===== src/rtl/conv_quant_pe_pkg.sv =====
// Shared width formulas and saturation-range helpers for the conv PE family
// (conv_quant_pe, requant_sat, and downstream maxpool/quantiser consumers).
package conv_pkg;

  function automatic int unsigned clog2(input int unsigned v);
    int unsigned r;
    r = 0;
    for (int unsigned i = 0; i < 32; i++) begin
      if ((32'd1 << i) < v) r = i + 1;
    end
    return r;
  endfunction

  function automatic int unsigned prod_w(input int unsigned data_w, input int unsigned wgt_w);
    return data_w + wgt_w + 1;
  endfunction

  function automatic int unsigned acc_w(input int unsigned data_w, input int unsigned wgt_w,
                                        input int unsigned taps);
    return data_w + wgt_w + 1 + clog2(taps);
  endfunction

  function automatic int unsigned bias_stage_w(input int unsigned acc, input int unsigned bias);
    return ((acc > bias) ? acc : bias) + 1;
  endfunction

  // Upper clip bound: unsigned full range with ReLU, signed max otherwise.
  function automatic longint sat_hi(input int unsigned out_w, input logic relu);
    return relu ? ((longint'(1) <<< out_w) - 1) : ((longint'(1) <<< (out_w - 1)) - 1);
  endfunction

  function automatic longint sat_lo(input int unsigned out_w, input logic relu);
    return relu ? longint'(0) : -(longint'(1) <<< (out_w - 1));
  endfunction

endpackage


===== src/rtl/conv_quant_pe_requant_sat.sv =====
// Combinational requantiser: scale multiply, round half toward +inf, shift,
// then clip to the signed or ReLU-unsigned output range with a sat flag.
module requant_sat
  import conv_pkg::*;
#(
  parameter int unsigned BW      = 25,
  parameter int unsigned SCALE_W = 32,
  parameter int unsigned SHIFT   = 32,
  parameter int unsigned OUT_W   = 8
) (
  input  logic signed [BW-1:0]      b,
  input  logic        [SCALE_W-1:0] scale,
  input  logic                      relu,
  output logic        [OUT_W-1:0]   q,
  output logic                      sat
);

  localparam int unsigned MW = BW + SCALE_W + 1;
  localparam int unsigned RW = MW + 1;

  localparam logic signed [RW-1:0] RND  = RW'(1) << (SHIFT - 1);
  localparam logic signed [RW-1:0] HI_U = RW'(sat_hi(OUT_W, 1'b1));
  localparam logic signed [RW-1:0] LO_U = RW'(sat_lo(OUT_W, 1'b1));
  localparam logic signed [RW-1:0] HI_S = RW'(sat_hi(OUT_W, 1'b0));
  localparam logic signed [RW-1:0] LO_S = RW'(sat_lo(OUT_W, 1'b0));

  logic signed [MW-1:0] m;
  logic signed [RW-1:0] r;
  logic signed [RW-1:0] hi;
  logic signed [RW-1:0] lo;

  always_comb begin
    m  = MW'(b) * MW'($signed({1'b0, scale}));
    // One guard bit above the product keeps the rounding add from wrapping.
    r  = (RW'(m) + RND) >>> SHIFT;
    hi = relu ? HI_U : HI_S;
    lo = relu ? LO_U : LO_S;
    q   = r[OUT_W-1:0];
    sat = 1'b0;
    if (r > hi) begin
      q   = hi[OUT_W-1:0];
      sat = 1'b1;
    end else if (r < lo) begin
      q   = lo[OUT_W-1:0];
      sat = 1'b1;
    end
  end

endmodule


===== src/rtl/conv_quant_pe.sv =====
// Pipelined convolution PE: per-tap products, registered adder tree, bias/ReLU,
// requantisation and saturation behind a valid/ready stream with global stall.
module conv_quant_pe
  import conv_pkg::*;
#(
  parameter int unsigned TAPS    = 9,
  parameter int unsigned DATA_W  = 8,
  parameter int unsigned WGT_W   = 8,
  parameter int unsigned BIAS_W  = 24,
  parameter int unsigned SCALE_W = 32,
  parameter int unsigned SHIFT   = 32,
  parameter int unsigned OUT_W   = 8
) (
  input  logic                     clk,
  input  logic                     rst_n,
  input  logic                     in_valid,
  output logic                     in_ready,
  input  logic [TAPS*DATA_W-1:0]   in_data,
  input  logic [TAPS*WGT_W-1:0]    in_wgt,
  input  logic [BIAS_W-1:0]        in_bias,
  input  logic [SCALE_W-1:0]       in_scale,
  input  logic                     in_relu,
  output logic                     out_valid,
  input  logic                     out_ready,
  output logic [OUT_W-1:0]         out_data,
  output logic                     out_sat
);

  localparam int unsigned T     = clog2(TAPS);
  localparam int unsigned NPAD  = 1 << T;
  localparam int unsigned PW    = prod_w(DATA_W, WGT_W);
  localparam int unsigned ACC_W = acc_w(DATA_W, WGT_W, TAPS);
  localparam int unsigned BW    = bias_stage_w(ACC_W, BIAS_W);

  logic en;
  assign en       = !out_valid || out_ready;
  assign in_ready = en && rst_n;

  logic signed [PW-1:0] prod [TAPS];

  // Heap-ordered tree: leaves NPAD..2*NPAD-1 hold products (zero padded),
  // node i sums nodes 2i and 2i+1, so each depth is one register stage.
  logic signed [ACC_W-1:0] node [1:2*NPAD-1];
  logic        [T:0]       vld;

  logic signed [BIAS_W-1:0]  sb [0:T];
  logic        [SCALE_W-1:0] ss [0:T];
  logic                      sr [0:T];

  logic signed [BW-1:0]      bsum;
  logic signed [BW-1:0]      b_q;
  logic        [SCALE_W-1:0] b_scale;
  logic                      b_relu;
  logic                      b_vld;

  logic [OUT_W-1:0] rq_q;
  logic             rq_sat;

  always_comb begin
    for (int unsigned k = 0; k < TAPS; k++) begin
      prod[k] = PW'($signed({1'b0, in_data[k*DATA_W +: DATA_W]}))
              * PW'($signed(in_wgt[k*WGT_W +: WGT_W]));
    end
  end

  always_comb begin
    bsum = BW'(node[1]) + BW'(sb[T]);
    if (sr[T] && bsum[BW-1]) bsum = '0;
  end

  requant_sat #(
    .BW      (BW),
    .SCALE_W (SCALE_W),
    .SHIFT   (SHIFT),
    .OUT_W   (OUT_W)
  ) u_requant_sat (
    .b     (b_q),
    .scale (b_scale),
    .relu  (b_relu),
    .q     (rq_q),
    .sat   (rq_sat)
  );

  always_ff @(posedge clk) begin
    if (!rst_n) begin
      for (int unsigned i = 1; i < 2 * NPAD; i++) node[i] <= '0;
      for (int unsigned s = 0; s <= T; s++) begin
        sb[s] <= '0;
        ss[s] <= '0;
        sr[s] <= 1'b0;
      end
      vld       <= '0;
      b_q       <= '0;
      b_scale   <= '0;
      b_relu    <= 1'b0;
      b_vld     <= 1'b0;
      out_valid <= 1'b0;
      out_data  <= '0;
      out_sat   <= 1'b0;
    end else if (en) begin
      for (int unsigned k = 0; k < TAPS; k++) node[NPAD+k] <= ACC_W'(prod[k]);
      for (int unsigned i = 1; i < NPAD; i++) node[i] <= node[2*i] + node[2*i+1];
      vld   <= {vld[T-1:0], in_valid};
      sb[0] <= in_bias;
      ss[0] <= in_scale;
      sr[0] <= in_relu;
      for (int unsigned s = 1; s <= T; s++) begin
        sb[s] <= sb[s-1];
        ss[s] <= ss[s-1];
        sr[s] <= sr[s-1];
      end
      b_q       <= bsum;
      b_scale   <= ss[T];
      b_relu    <= sr[T];
      b_vld     <= vld[T];
      out_valid <= b_vld;
      out_data  <= rq_q;
      out_sat   <= rq_sat;
    end
  end

endmodule


===== config.mk =====
export PLATFORM = sky130hd
export DESIGN_NAME = conv_quant_pe
export DESIGN_NICKNAME = d
export VERILOG_FILES = /design/src/rtl/conv_quant_pe_pkg.sv /design/src/rtl/conv_quant_pe_requant_sat.sv /design/src/rtl/conv_quant_pe.sv
export SDC_FILE = /design/constraint.sdc
export NUM_CORES = 2
export LEC_CHECK = 0
export ABC_AREA = 1
export CORE_MARGIN = 2
export CORE_UTILIZATION = 45
export DETAILED_ROUTE_END_ITERATION = 6
export SETUP_SLACK_MARGIN = 0.1
export SYNTH_ARGS = -nofsm -noshare
export SYNTH_HDL_FRONTEND = slang
export SYNTH_SLANG_ARGS = --single-unit

===== constraint.sdc =====
create_clock -name clk -period 39.5 [get_ports clk]
set_input_delay 7.9 -clock clk [delete_from_list [all_inputs] [get_ports clk]]
set_output_delay 7.9 -clock clk [all_outputs]
set_load 0.01 [all_outputs]

==> qor.txt <==
Fin util: 49.2%
Peak supply drop: 0.0376 mV
Tightest Pin Transition: 1.20 ns
Gpl congestion: 0.916
Ys flop type: edfxtp_1
Clock buffer depth: 3
WL per Instance: 16.1 um
Critical Path AT: 10.16 ns
Yosys warns: 0
Root buf cell: clkbuf_16
Status: finished clean
Critical path class: input pin to output pin
Hold Vio Cnt, Final: 0
Gates resized, CTS repair: 0
Cts bufs inserted: 80
GRT Total Usage: 22.0%
Req. time, crit path: 31.60 ns
Setup slack after layout: 21.44 ns
Type of the worst min-delay path: flop to flop
Final HPWL DP: 153000 um
Fmax: 55.4 MHz
Die area: 0.185 sq mm
Initial Util: 45.3%
CTS tree: yes
Clock Skew: 0.0765 ns
Core area: 0.181 sq mm
Synth top area cells: fa_1 (25%), edfxtp_1 (24%), inv_1 (13%)
Pre-CTS WS: 21.37 ns
First-pass GRT wire length: 328000 um
Via-per-instance ratio: 4.89
Power per standard cell area: 34.2 mW/mm^2
Initial antenna violation count: 1
Area grow syn2layout: 8.60%
Final #Nets: 11900
IO Count: 216
# rows: 156
Clock sinks: 731
Async set-or-reset flop fraction in the synthesized netlist: 0%
Number of routed nets with antenna violations: 0
Die Width: 430 um
Unrepaired setup endpoints after global routing: no
Period utilization: 45.7%
# diodes: 0
Number of flops mapped to enable cells by yosys: 657
Critical path's largest stage delay: 0.66 ns
GRT overflow: 0
Relative slew slack: 19.7%
Syn_area_per_cell: 8.29 sq um
Worst Setup End Kind: output pin
# DRC: 0
CTS Hold Bufs: 0
Die Span Y: 430 um
Static leakage: 0.0489 uW
Most frequent CP cell: clkdlybuf4s50_1
Vias in the first global route: 63700
Pre-antenna DRT Iters: 6
Share of the synthesized area in the top cell type: 25.1%
Initial DRC Count: 3238
Setup Viol. Count Final: 0
Cell Chain, Critical Path: clkdlybuf4s50_1, inv_1, nor2_4, buf_4, clkdlybuf4s50_1
MaxCap Viol Count: 0
Worst-skew pair later-pin latency: 0.73 ns
Cell taking the most area after synthesis: fa_1
Synth Register Bits: 731
Mapped Area: 0.0819 sq mm
Slew Viols, Final: 0
Final min period: 18.06 ns
Layout fillers: 17200
Clk slew on worst S/H paths: 0.06 ns
Setup bufs post-CTS: 0
Post-synthesis cell type count: 50
Sequential area share after synthesis: 25.9%
Port bufs: 215
CP Max Fanout: 25
Layout cells sized above 1: 2.75%
Final WL: 197000 um
Startpoint types: input pin
Pin count of the biggest net entering global routing: 234
Synthesized net count: 11900
Cell count after synthesis: 9868
Clock H-tree levels: 3
Crit-path slowest cell: clkdlybuf4s50_1
Via count: 59900
Post-Route Setup TNS: 0 ns
## Yosys cell counts (5+ instances only)
| master | count |
|---|---|
| inv_1 | 2772 |
| nand2_1 | 2020 |
| fa_1 | 1028 |
| ha_1 | 807 |
| nor2_1 | 743 |
| edfxtp_1 | 657 |
| a21oi_1 | 487 |
| clkbuf_1 | 403 |
| o21ai_0 | 325 |
| nand3_1 | 107 |
| dfxtp_1 | 74 |
| o21a_1 | 60 |
| or2_2 | 43 |
| nor3_1 | 37 |
| xor2_1 | 33 |
| o21bai_1 | 29 |
| o21ai_1 | 27 |
| nand4_1 | 23 |
| a31oi_1 | 19 |
| a21o_1 | 17 |
| a22o_1 | 16 |
| xnor2_1 | 13 |
| nor4_1 | 12 |
| a21boi_0 | 10 |
| and2_1 | 10 |
| nand3b_1 | 9 |
| a211oi_1 | 8 |
| o211ai_1 | 8 |
| nor2_2 | 7 |
| buf_1 | 6 |
| nor3b_1 | 6 |
| o22ai_1 | 6 |
| o31ai_1 | 6 |
| clkinv_1 | 5 |
| nand2_2 | 5 |
## per-stage QoR
step | std cells | power [uW] | hold WS [ns] | instance area (sq um)
CTS | 12200 | 3080 | 0.423 | 88900
detailed placement | 12100 | 2220 | 0.433 | 85900
global route | 12200 | 3290 | 0.449 | 88900
finish | 12200 | 3040 | 0.433 | 88900
global placement | 12100 | 2210 | 0.432 | 85900
floorplan | 9868 | 1890 | 0.422 | 81900
## registers in the layout (all words and copies together), names as in the netlist, 5 cells and up
register / cells
b_q: 25
b_scale: 32
node: 372
out_data: 8
sb: 120
sr: 5
ss: 160
vld: 5
## critical path, delay by kind of cell
kind / cells / cell delay [ns]
buf+inv: 4 / 1.57
simple gates: 1 / 0.65
## routing by layer
metal | track usage, % | wire length (um) | part of all wire (%)
met2 | 40.5 | 102000 | 52
met3 | 2.05 | 6950 | 3.5
met1 | 26.3 | 80400 | 41
met5 | 0 | 0 | 0
met4 | 8.65 | 8270 | 4.2
## placed cells by master, fill, tap and decap left out, drive strengths merged
cell type         n
a211oi            8
a21boi           13
a21o             17
a21oi           488
a221oi            3
a22o             16
a31oi            19
and2             10
buf              58
bufinv           17
clkbuf           96
clkdlybuf4s50   215
clkinv           33
clkinvlp          4
dfxtp            74
edfxtp          657
fa             1028
ha              807
inv            2778
nand2          2026
nand3           109
nand3b            9
nand4            23
nor2            752
nor3             39
nor3b             6
nor4             12
o2111ai           2
o211ai            8
o21a             60
o21ai           353
o21bai           29
o221ai            4
o22ai             6
o31ai             6
or2              46
xnor2            13
xor2             33
## worst paths after layout
| path | from | to | slack (ns) | depth (start not counted) |
|---|---|---|---|---|
| setup / recovery | rst_n | in_ready | 21.44 | 5 |
| setup reg to reg | b_q[17] | out_data[5] | 29.24 | 33 |
| hold reg to reg | ss[4][16] | b_scale[16] | 0.43 | 1 |
| hold / removal | ss[4][16] | b_scale[16] | 0.43 | 1 |
## final cells by class
cell class	count	area (sq um)	share of cell area (%)
Clock inverter	53	891	1.00
Clock buffer	96	2090	2.35
Timing Repair Buffer	273	2600	2.92
Inverter	2779	10400	11.8
Multi-Input combinational cell	5945	48700	54.7
Sequential cell	731	21200	23.9
Tap cell	2370	2970	3.34
## power breakdown
group	switching, uW	internal, uW
Combinational	698	434
Sequential	80.0	992
Clock	333	499
## logic make-up after synthesis
| logic type | Yosys count | synth area share [%] |
|---|---|---|
| xor gates and xnor gates | 46 | 0.492 |
| AOI/OAI and AO/OA | 1032 | 6.90 |
| DFF | 731 | 25.9 |
| adders and majority gates | 1835 | 37.5 |
| and+or+nand+nor | 3032 | 14.6 |
| buffers and inverters | 3192 | 14.6 |
Power figures use the tool's default switching activity.
